$ cat config.mk
export PLATFORM = sky130hd
export DESIGN_NAME = frame_read_addr_gen
export DESIGN_NICKNAME = d
export VERILOG_FILES = /design/src/rtl/frame_read_addr_gen_pkg.sv /design/src/rtl/frame_read_addr_gen_read_burst_tracker.sv /design/src/rtl/frame_read_addr_gen.sv
export SDC_FILE = /design/constraint.sdc
export NUM_CORES = 1
export LEC_CHECK = 0
export ABC_AREA = 1
export BUFFER_PORTS_ARGS = -buffer_cell sky130_fd_sc_hd__buf_2
export CAP_MARGIN = 15
export CORE_UTILIZATION = 40
export CTS_CLUSTER_SIZE = 20
export DETAILED_ROUTE_END_ITERATION = 10
export PLACE_DENSITY_LB_ADDON = 0.2
export SLEW_MARGIN = 20
export SYNTH_ARGS = -nofsm -noshare
export SYNTH_HDL_FRONTEND = slang
export SYNTH_HIERARCHICAL = 1
export SYNTH_SLANG_ARGS = --single-unit
$ cat constraint.sdc
create_clock -name sys_clk -period 6.1 [get_ports sys_clk]
set_input_delay 0.305 -clock sys_clk [delete_from_list [all_inputs] [get_ports sys_clk]]
set_output_delay 0.305 -clock sys_clk [all_outputs]
set_load 0.01 [all_outputs]
$ cat src/rtl/frame_read_addr_gen_pkg.sv
// Shared memory map and FSM encoding for the DRAM frame buffer address
// generators. The write-side generator imports the same package, so both
// sides agree on where the buffers and the pointer mailbox live.
package frame_read_addr_gen_pkg;

  localparam logic [31:0] BUF0_ADDR       = 32'h0F80_0000;
  localparam logic [31:0] BUF_STRIDE      = 32'h0040_0000;
  localparam int          NUM_BUFS        = 4;
  localparam logic [31:0] MAILBOX_ADDR    = 32'h1900_0000;
  localparam int          BURST_BYTES     = 128;
  localparam int          BEATS_PER_BURST = 16;

  typedef enum logic [2:0] {
    IDLE,
    PTR_REQ,
    PTR_WAIT,
    STREAM,
    DONE
  } state_t;

  // True when ptr is exactly the base address of one of the NUM_BUFS buffers.
  function automatic logic is_buf_base(input logic [31:0] ptr,
                                       input logic [31:0] base0,
                                       input logic [31:0] stride);
    logic hit;
    hit = 1'b0;
    for (int k = 0; k < NUM_BUFS; k++) begin
      if (ptr == base0 + (32'(k) * stride)) hit = 1'b1;
    end
    return hit;
  endfunction

endpackage

$ cat src/rtl/frame_read_addr_gen_read_burst_tracker.sv
// read_burst_tracker: follows the read data returning for issued bursts.
// Counts beats inside the current burst, keeps the number of bursts that
// have been issued but not fully returned, and forwards each beat with one
// register of latency.
//
// Ports:
//   sys_clk, sys_rst   clock, synchronous active-high reset
//   clear              zero the beat and outstanding counters (new frame)
//   issue              one burst address was accepted this cycle
//   beat_valid         a frame data beat is present on beat_data
//   beat_data          64-bit read beat
//   outstanding        bursts issued but not yet completed
//   data_out           registered copy of the last accepted beat
//   data_out_valid     data_out carries a beat this cycle
module read_burst_tracker
  import frame_read_addr_gen_pkg::*;
(
  input  logic        sys_clk,
  input  logic        sys_rst,
  input  logic        clear,
  input  logic        issue,
  input  logic        beat_valid,
  input  logic [63:0] beat_data,
  output logic [3:0]  outstanding,
  output logic [63:0] data_out,
  output logic        data_out_valid
);

  logic [3:0]  beat_cnt_reg;
  logic [3:0]  outstanding_reg;
  logic [63:0] data_out_reg;
  logic        data_out_valid_reg;
  logic        burst_done;

  // The last beat of a burst retires it from the outstanding count.
  assign burst_done = beat_valid && (beat_cnt_reg == 4'(BEATS_PER_BURST - 1));

  always_ff @(posedge sys_clk) begin
    if (sys_rst) begin
      beat_cnt_reg       <= '0;
      outstanding_reg    <= '0;
      data_out_reg       <= '0;
      data_out_valid_reg <= 1'b0;
    end else begin
      data_out_valid_reg <= beat_valid;
      if (beat_valid) data_out_reg <= beat_data;

      if (clear) begin
        beat_cnt_reg    <= '0;
        outstanding_reg <= '0;
      end else begin
        // 4-bit counter wraps naturally at 16 beats.
        if (beat_valid) beat_cnt_reg <= beat_cnt_reg + 4'd1;
        // Issue and completion in the same cycle cancel out.
        case ({issue, burst_done})
          2'b10:   outstanding_reg <= outstanding_reg + 4'd1;
          2'b01:   outstanding_reg <= outstanding_reg - 4'd1;
          default: outstanding_reg <= outstanding_reg;
        endcase
      end
    end
  end

  assign outstanding    = outstanding_reg;
  assign data_out       = data_out_reg;
  assign data_out_valid = data_out_valid_reg;

endmodule

$ cat src/rtl/frame_read_addr_gen.sv
// frame_read_addr_gen: read-side DRAM frame address generator.
// On frame_start it reads the pointer mailbox burst, adopts the reported
// buffer base if it is a legal buffer address, then walks that buffer in
// BURST_BYTES read bursts and forwards the returned beats downstream.
//
// Ports:
//   sys_clk, sys_rst        clock, synchronous active-high reset
//   frame_start             pulse requesting a new frame read
//   space_avail             downstream can take one more full burst
//   addr/addr_valid/addr_ready  burst read address handshake
//   data_in/data_in_valid   returned read beats (no backpressure)
//   data_out/data_out_valid forwarded frame beats (latency 1)
//   busy                    not idle
//   frame_done              pulse the cycle after the last beat is forwarded
//   overrun                 pulse when frame_start is dropped because busy
module frame_read_addr_gen #(
  parameter int unsigned FRAME_BYTES     = 4147200,
  parameter int unsigned BURST_BYTES     = 128,
  parameter logic [31:0] MAILBOX_ADDR    = frame_read_addr_gen_pkg::MAILBOX_ADDR,
  parameter logic [31:0] BUF0_ADDR       = frame_read_addr_gen_pkg::BUF0_ADDR,
  parameter logic [31:0] BUF_STRIDE      = frame_read_addr_gen_pkg::BUF_STRIDE,
  parameter int unsigned MAX_OUTSTANDING = 4
) (
  input  logic        sys_clk,
  input  logic        sys_rst,
  input  logic        frame_start,
  input  logic        space_avail,
  output logic [31:0] addr,
  output logic        addr_valid,
  input  logic        addr_ready,
  input  logic [63:0] data_in,
  input  logic        data_in_valid,
  output logic [63:0] data_out,
  output logic        data_out_valid,
  output logic        busy,
  output logic        frame_done,
  output logic        overrun
);

  import frame_read_addr_gen_pkg::*;

  localparam int unsigned NUM_BURSTS = FRAME_BYTES / BURST_BYTES;
  localparam int          ISSUE_W    = $clog2(NUM_BURSTS) + 1;
  localparam logic [ISSUE_W-1:0] NUM_BURSTS_C = ISSUE_W'(NUM_BURSTS);
  localparam logic [3:0]         MAX_OUT_C    = 4'(MAX_OUTSTANDING);

  state_t              state_reg, state_next;
  logic [31:0]         cur_base_reg;
  logic [31:0]         offset_reg;
  logic [ISSUE_W-1:0]  issued_reg;
  logic [3:0]          mbox_cnt_reg;
  logic                hold_reg;
  logic                overrun_reg;

  logic [3:0]          outstanding;
  logic                issue_ok;
  logic                addr_fire;
  logic                stream_fire;

  assign addr_fire   = addr_valid && addr_ready;
  assign stream_fire = addr_fire && (state_reg == STREAM);

  always_comb begin
    state_next = state_reg;
    addr       = '0;
    addr_valid = 1'b0;
    frame_done = 1'b0;
    issue_ok   = 1'b0;
    case (state_reg)
      IDLE: begin
        if (frame_start) state_next = PTR_REQ;
      end
      PTR_REQ: begin
        addr       = MAILBOX_ADDR;
        addr_valid = 1'b1;
        if (addr_ready) state_next = PTR_WAIT;
      end
      PTR_WAIT: begin
        if (data_in_valid && (mbox_cnt_reg == 4'(BEATS_PER_BURST - 1)))
          state_next = STREAM;
      end
      STREAM: begin
        issue_ok   = (issued_reg < NUM_BURSTS_C) && (outstanding < MAX_OUT_C) && space_avail;
        addr       = cur_base_reg + offset_reg;
        // hold_reg keeps an unaccepted request up even if space_avail drops.
        addr_valid = hold_reg || issue_ok;
        if ((issued_reg == NUM_BURSTS_C) && (outstanding == 4'd0))
          state_next = DONE;
      end
      DONE: begin
        frame_done = 1'b1;
        state_next = IDLE;
      end
      default: state_next = IDLE;
    endcase
  end

  always_ff @(posedge sys_clk) begin
    if (sys_rst) begin
      state_reg    <= IDLE;
      cur_base_reg <= BUF0_ADDR;
      offset_reg   <= '0;
      issued_reg   <= '0;
      mbox_cnt_reg <= '0;
      hold_reg     <= 1'b0;
      overrun_reg  <= 1'b0;
    end else begin
      state_reg   <= state_next;
      overrun_reg <= frame_start && (state_reg != IDLE);
      hold_reg    <= (state_reg == STREAM) && addr_valid && !addr_ready;

      if (state_reg == PTR_WAIT) begin
        offset_reg <= '0;
        issued_reg <= '0;
        if (data_in_valid) begin
          // Counter wraps back to 0 after the 16th mailbox beat.
          mbox_cnt_reg <= mbox_cnt_reg + 4'd1;
          // Only beat 0 carries the pointer; an illegal pointer keeps the
          // previous buffer so a corrupt mailbox never sends reads astray.
          if ((mbox_cnt_reg == 4'd0) &&
              is_buf_base(data_in[31:0], BUF0_ADDR, BUF_STRIDE))
            cur_base_reg <= data_in[31:0];
        end
      end

      if (stream_fire) begin
        offset_reg <= offset_reg + 32'(BURST_BYTES);
        issued_reg <= issued_reg + 1'b1;
      end
    end
  end

  read_burst_tracker u_tracker (
    .sys_clk        (sys_clk),
    .sys_rst        (sys_rst),
    .clear          (state_reg == PTR_WAIT),
    .issue          (stream_fire),
    .beat_valid     (data_in_valid && (state_reg == STREAM)),
    .beat_data      (data_in),
    .outstanding    (outstanding),
    .data_out       (data_out),
    .data_out_valid (data_out_valid)
  );

  assign busy    = (state_reg != IDLE);
  assign overrun = overrun_reg;

endmodule
# --- After elaboration in Yosys (flattened, before gate mapping) ---
# Cells that the tools add are included.
word_totals:
  wordCells: 81
  reg_bits: 162
  out_inout_bits: 101
  inputBits: 70
op_classes:
  mux: 20
  addsub: 7
  reduce_logical: 24
  n_eq_ne: 17
  magnitude_cmp: 2
op_table:
  columns: ["cell", "n"]
  rows:
  - ["equality test 32 x 28 -> 1 bit (second input constant)", 2]
  - ["equality test 32 x 29 -> 1 bit (second input constant)", 2]
  - ["two-way mux 32 bit", 2]
  - ["case mux 32 bit (2 select lines)", 1]
  - ["adder 32 bit", 1]
  - ["adder 32 x 8 -> 32 bit (second input constant)", 1]
  - ["two-way mux 16 bit", 2]
  - ["adder 16 x 1 -> 16 bit (second input constant)", 1]
  - ["equality test 16 x 15 -> 1 bit (second input constant)", 1]
  - ["< comparator 16 x 15 -> 1 bit (second input constant)", 1]
  - ["adder 4 x 1 -> 4 bit (second input constant)", 3]
  - ["logical AND 1 bit", 12]
  - ["two-way mux 3 bit", 4]
  - ["case mux 3 bit (4 select lines)", 1]
  - ["equality test 4 bit (second input constant)", 2]
  - ["logical NOT 4 bit", 2]
  - ["two-way mux 1 bit", 8]
  - ["case mux 4 bit (2 select lines)", 1]
  - ["equality test 3 x 2 -> 1 bit (second input constant)", 2]
  - ["!= test 2 bit (second input constant)", 3]
  - ["< comparator 4 x 3 -> 1 bit (second input constant)", 1]
  - ["AND reduction 4 bit", 1]
  - ["nonzero test 2 bit", 2]
  - ["subtractor 4 x 1 -> 4 bit (second input constant)", 1]
  - ["other kinds (13)", 13]

# --- Logic depth before layout (Yosys ltp) ---
logic_depth:
  word_depth: 10
  depth_mapped: 20

# --- Modules after synthesis ---
# The synthesis kept the hierarchy.
by_module_without_submodules:
  columns: ["mod", "n_inst", "cells_per_inst", "area_each_um2"]
  rows:
  - ["frame_read_addr_gen", 1, 995, 6070.8]
  - ["read_burst_tracker", 1, 343, 2756.4]

# --- Least setup slack after synthesis ---
# Ideal clock, no wire load.
synth_path:
  path_type: "flip-flop to flip-flop"
  start: "register state_reg[0]"
  end: "register u_tracker.outstanding_reg[2], in the netlist u_tracker/outstanding[2]"
  t_required_ns: 5.987
  setup_time_ns: 0.113
  n_path_buf: 2
  stages_incl_launch_ff: 20
  t_arrival_ns: 2.379
  path_slack_ns: 3.608
  cell_sequence: "dfxtp_1 > inv_1 > nor2_1 > inv_1 > nor2_1 > inv_1 > clkbuf_1 > nor2_1 > buf_6 > nand3_1 > nor2_1 > ha_1 > nand2_1 > inv_2 > nor2_1 > ha_1 > a21oi_1 > xnor2_1 > o21ai_1 > inv_1"
synth_between:
  elab_chain_len: 6
  word_cells_on_any_way: 13
  classes_between: "eq/ne: 5; mux: 2; reduce/logical: 6"
synth_rtl:
  columns: ["element", "line_no", "text"]
  rows:
  - ["start, declared", "frame_read_addr_gen.sv:47", "state_t state_reg, state_next;"]
  - ["start signal, assigned", "frame_read_addr_gen.sv:108", "state_reg <= state_next;"]
  - ["equality test 3 x 2 -> 1 bit or equality test 3 x 1 -> 1 bit (tied branches)", "frame_read_addr_gen.sv:61, frame_read_addr_gen.sv:69, frame_read_addr_gen.sv:138", null]
  - ["case mux 1 bit (2 select lines)", "frame_read_addr_gen.sv:69", "case (state_reg)"]
  - ["logical AND 1 bit", "frame_read_addr_gen.sv:60", "assign addr_fire = addr_valid && addr_ready;"]
  - ["logical AND 1 bit", "frame_read_addr_gen.sv:61", "assign stream_fire = addr_fire && (state_reg == STREAM);"]
  - ["equality test 2 x 1 -> 1 bit or equality test 2 bit (tied branches)", "frame_read_addr_gen_read_burst_tracker.sv:55", "case ({issue, burst_done})"]
  - ["case mux 4 bit (2 select lines) or nonzero test 2 bit (tied branches)", null, null]
  - ["end signal, assigned", "frame_read_addr_gen_read_burst_tracker.sv:56", "2'b10: outstanding_reg <= outstanding_reg + 4'd1;"]
  - ["end signal, assigned", "frame_read_addr_gen_read_burst_tracker.sv:57", "2'b01: outstanding_reg <= outstanding_reg - 4'd1;"]
  - ["end signal, assigned", "frame_read_addr_gen_read_burst_tracker.sv:58", "default: outstanding_reg <= outstanding_reg;"]
  - ["end, declared", "frame_read_addr_gen_read_burst_tracker.sv:30", "logic [3:0] outstanding_reg;"]
# Parallel ways exist; a longest one is shown, timed or not.
# A chain may end at the register's enable or synchronous reset.

# --- Final worst setup path ---
# Ends and elaborated chain as after synthesis.

==> flow_summary.yaml <==
floorplan:
  rows: 53
  initial_core_util_pct: 41.3
  dieArea_sq_mm: 0.0227
  boundaryPins: 171
  fp.coreArea_sq_mm: 0.0214
  fp.dieH_microns: 151
  chipWidth_microns: 151
clock_network:
  cts_tree: "built"
  clockBufferDepth: 2
  clkSinkCount: 155
  clkLatencyLatePin_ns: 0.44
  holdBufCountCts: 0
  cts_max_level: 4
  cts-root-buf: "clkbuf_16"
  ctsResizeCount: 0
  clkTransAtPathRegs_ns: 0.08
  numCtsBuffers: 17
  post_cts_buffers: 0
sta:
  tightest_slew_ns: 1.05
  setup_violations: 0
  hold_viol_final: 0
  skew_ns: 0.0114
  fin_crit_sh_pct: 54.7
  min_period_ns: 3.34
  max-slew-margin-rel_pct: 29.9
  rsz0062_at_grt: "no"
  fmax_ghz: 0.300
  slew_viol_final: 0
  final.setup.tns_ns: 0
synthesis:
  ys.flop_type: "dfxtp_1"
  synth-warning-count: 6
  synth_top_area_share_pct: 35.2
  syn_inst: 1338
  synth_edf_count: 0
  synth-seq-cells: 155
  synth_area_leaders: "dfxtp_1, nor2_1, nand2_1"
  ys_types: 41
  synthArstFlopShare_pct: 0
  syn_area_sq_mm: 0.00883
  synth_top_area_cell: "dfxtp_1"
  syn_nets: 1442
  syn_avg_cell_area_sq_um: 6.60
  ys_seq_area_share_pct: 35.2
routing:
  drc: 0
  wl_per_cell_microns: 14.5
  drt-initial-drc-count: 492
  antenna_left: 0
  vias_per_cell: 5.09
  drt_wl_total_microns: 25600
  num_vias: 9001
  first_pass_iters: 7
cells_and_area:
  final_common_cell: "nor2_1"
  drive_gt1_share_pct: 17.6
  largest_reg_flops: 64
  utilization_pct: 48.6
  final_cell_area_sq_mm: 0.0104
  syn2layout_area_growth_pct: 17.6
  final_cell_mix: "nor2_1, nand2_1, buf_2"
  layout.nets: 1583
pwr:
  p_leak_uw: 0.00491
  power.density_mw_per_mm2: 249
  p_total_uw: 2580
  irDropWorstVdd_mv: 0.209
run_status:
  status: "completed"
grt:
  grt_max_degree: 70
  track_usage_pct: 23.3
  overflow: 0
  grt_pass1_vias: 8400
  antenna_found_initial: 4
  grt_pass1_wl_microns: 41600
place:
  place_congestion: 0.958
  place_area_sq_mm: 0.00975
  hpwl_microns: 18600
  numPortBuffers: 170
min_path:
  min_to: "u_tracker/data_out[58]$_SDFFE_PP0P_"
  hold_depth: 3
  worstHoldPathType: "in2reg"
  hold_start: "data_in[58]"
worst_setup_path:
  r2r_cells: 19
  arrival_ns: 3.67
  r2r_start: "state_reg[0]$_SDFFE_PP0P_"
  cp-start-kind: "flip-flop"
  cp_slowest_cell: "buf_4"
  worstSetupPathType: "reg2reg"
  crit_top_cell: "inv_1"
  crit_required_ns: 6.43
  regToRegSetupSlack_ns: 2.76
  end_kind: "flip-flop"
  crit_chain: "inv_1, nor2_1, inv_1, nor2_2, buf_4, inv_1, nor2_4, buf_4, nand3_1, nor2_1, ha_1, nand2_1, inv_2, nor2_1, ha_1, a21oi_1, xnor2_1, o21ai_1, inv_1"
  max_stage_delay_ns: 0.51
  r2r-end: "u_tracker/outstanding[2]$_SDFFE_PP0P_"
  crit_path_max_fanout: 69
run:
  max-cap-violations: 0
through the flow:
step	setup slack (ns)	instances	hold WS [ns]
final	2.76	1769	0.0807
after global routing	2.34	1769	0.0746
after CTS	2.74	1767	0.0626
after detailed placement	2.75	1735	0.445
after global placement	2.82	1735	0.437
after floorplan	3.61	1338	0.377
cells in the mapped netlist (3+ instances only):
master	instances
nor2_1	253
nand2_1	225
dfxtp_1	155
nand3_1	155
inv_1	133
o21ai_0	112
a21oi_1	89
ha_1	34
nor2_2	33
clkbuf_1	23
xor2_1	17
nand4_1	15
nor3_1	14
buf_6	13
buf_2	12
xnor2_1	7
inv_2	4
nor4_1	4
o21ai_1	4
o21bai_1	4
a21oi_2	3
buf_1	3
nand2_2	3
nor3_2	3
worst max-delay path: cells and delay by family, from the launching register on:
kind	cells	cell delay, ns
DFF	1	0.35
and+or+nand+nor	7	0.77
AOI/OAI and AO/OA	2	0.27
buffers and inverters	7	1.31
xor gates and xnor gates	1	0.09
adders and majority gates	2	0.40
report_power, final:
group | total [uW] | switching, uW | internal (uW)
logic | 416 | 293 | 123
clock network | 1080 | 521 | 558
registers | 1080 | 24.6 | 1060
total | 2580 | 838 | 1740
per-layer routing:
layer,global-route usage (%),up-vias,part of all wire (%)
met5,0,-,0.031
met4,10.7,2,2.9
met3,5.52,49,6.3
met2,38.9,254,47
met1,28.2,4072,44
li1,-,4624,-
worst max path at each step:
| stage | cells after the start | slack, ns | start | end |
|---|---|---|---|---|
| finish | 19 | 2.76 | state_reg[0]$_SDFFE_PP0P_ | u_tracker/outstanding[2]$_SDFFE_PP0P_ |
| global route | 19 | 2.34 | state_reg[0]$_SDFFE_PP0P_ | u_tracker/outstanding[2]$_SDFFE_PP0P_ |
| CTS | 19 | 2.74 | state_reg[0]$_SDFFE_PP0P_ | u_tracker/outstanding[2]$_SDFFE_PP0P_ |
| detailed placement | 19 | 2.75 | state_reg[0]$_SDFFE_PP0P_ | u_tracker/outstanding[2]$_SDFFE_PP0P_ |
| global placement | 19 | 2.82 | state_reg[0]$_SDFFE_PP0P_ | u_tracker/outstanding[2]$_SDFFE_PP0P_ |
| floorplan | 19 | 3.61 | state_reg[0]$_SDFFE_PP0P_ | u_tracker/outstanding[2]$_SDFFE_PP0P_ |
cell families after synthesis:
kind of cell	count (synthesis)	share of synthesized area [%]
compound gates	218	12.9
fa+ha+maj	34	4.82
simple gates	715	35.2
xor+xnor	24	2.38
other cells	1	0.0425
flops	155	35.2
buf+inv	191	9.47
area by class of cell:
| class | instances | area [sq um] |
|---|---|---|
| diodes | 2 | 5.00 |
| clock buffers | 17 | 425 |
| clock inverters | 15 | 196 |
| fillers | 2234 | 11000 |
| inverters | 139 | 524 |
| multi-input cells | 992 | 4900 |
| flip-flops and latches | 155 | 3100 |
| well taps | 275 | 344 |
| repair buffers | 174 | 881 |
(Power assumes the default switching activity.)
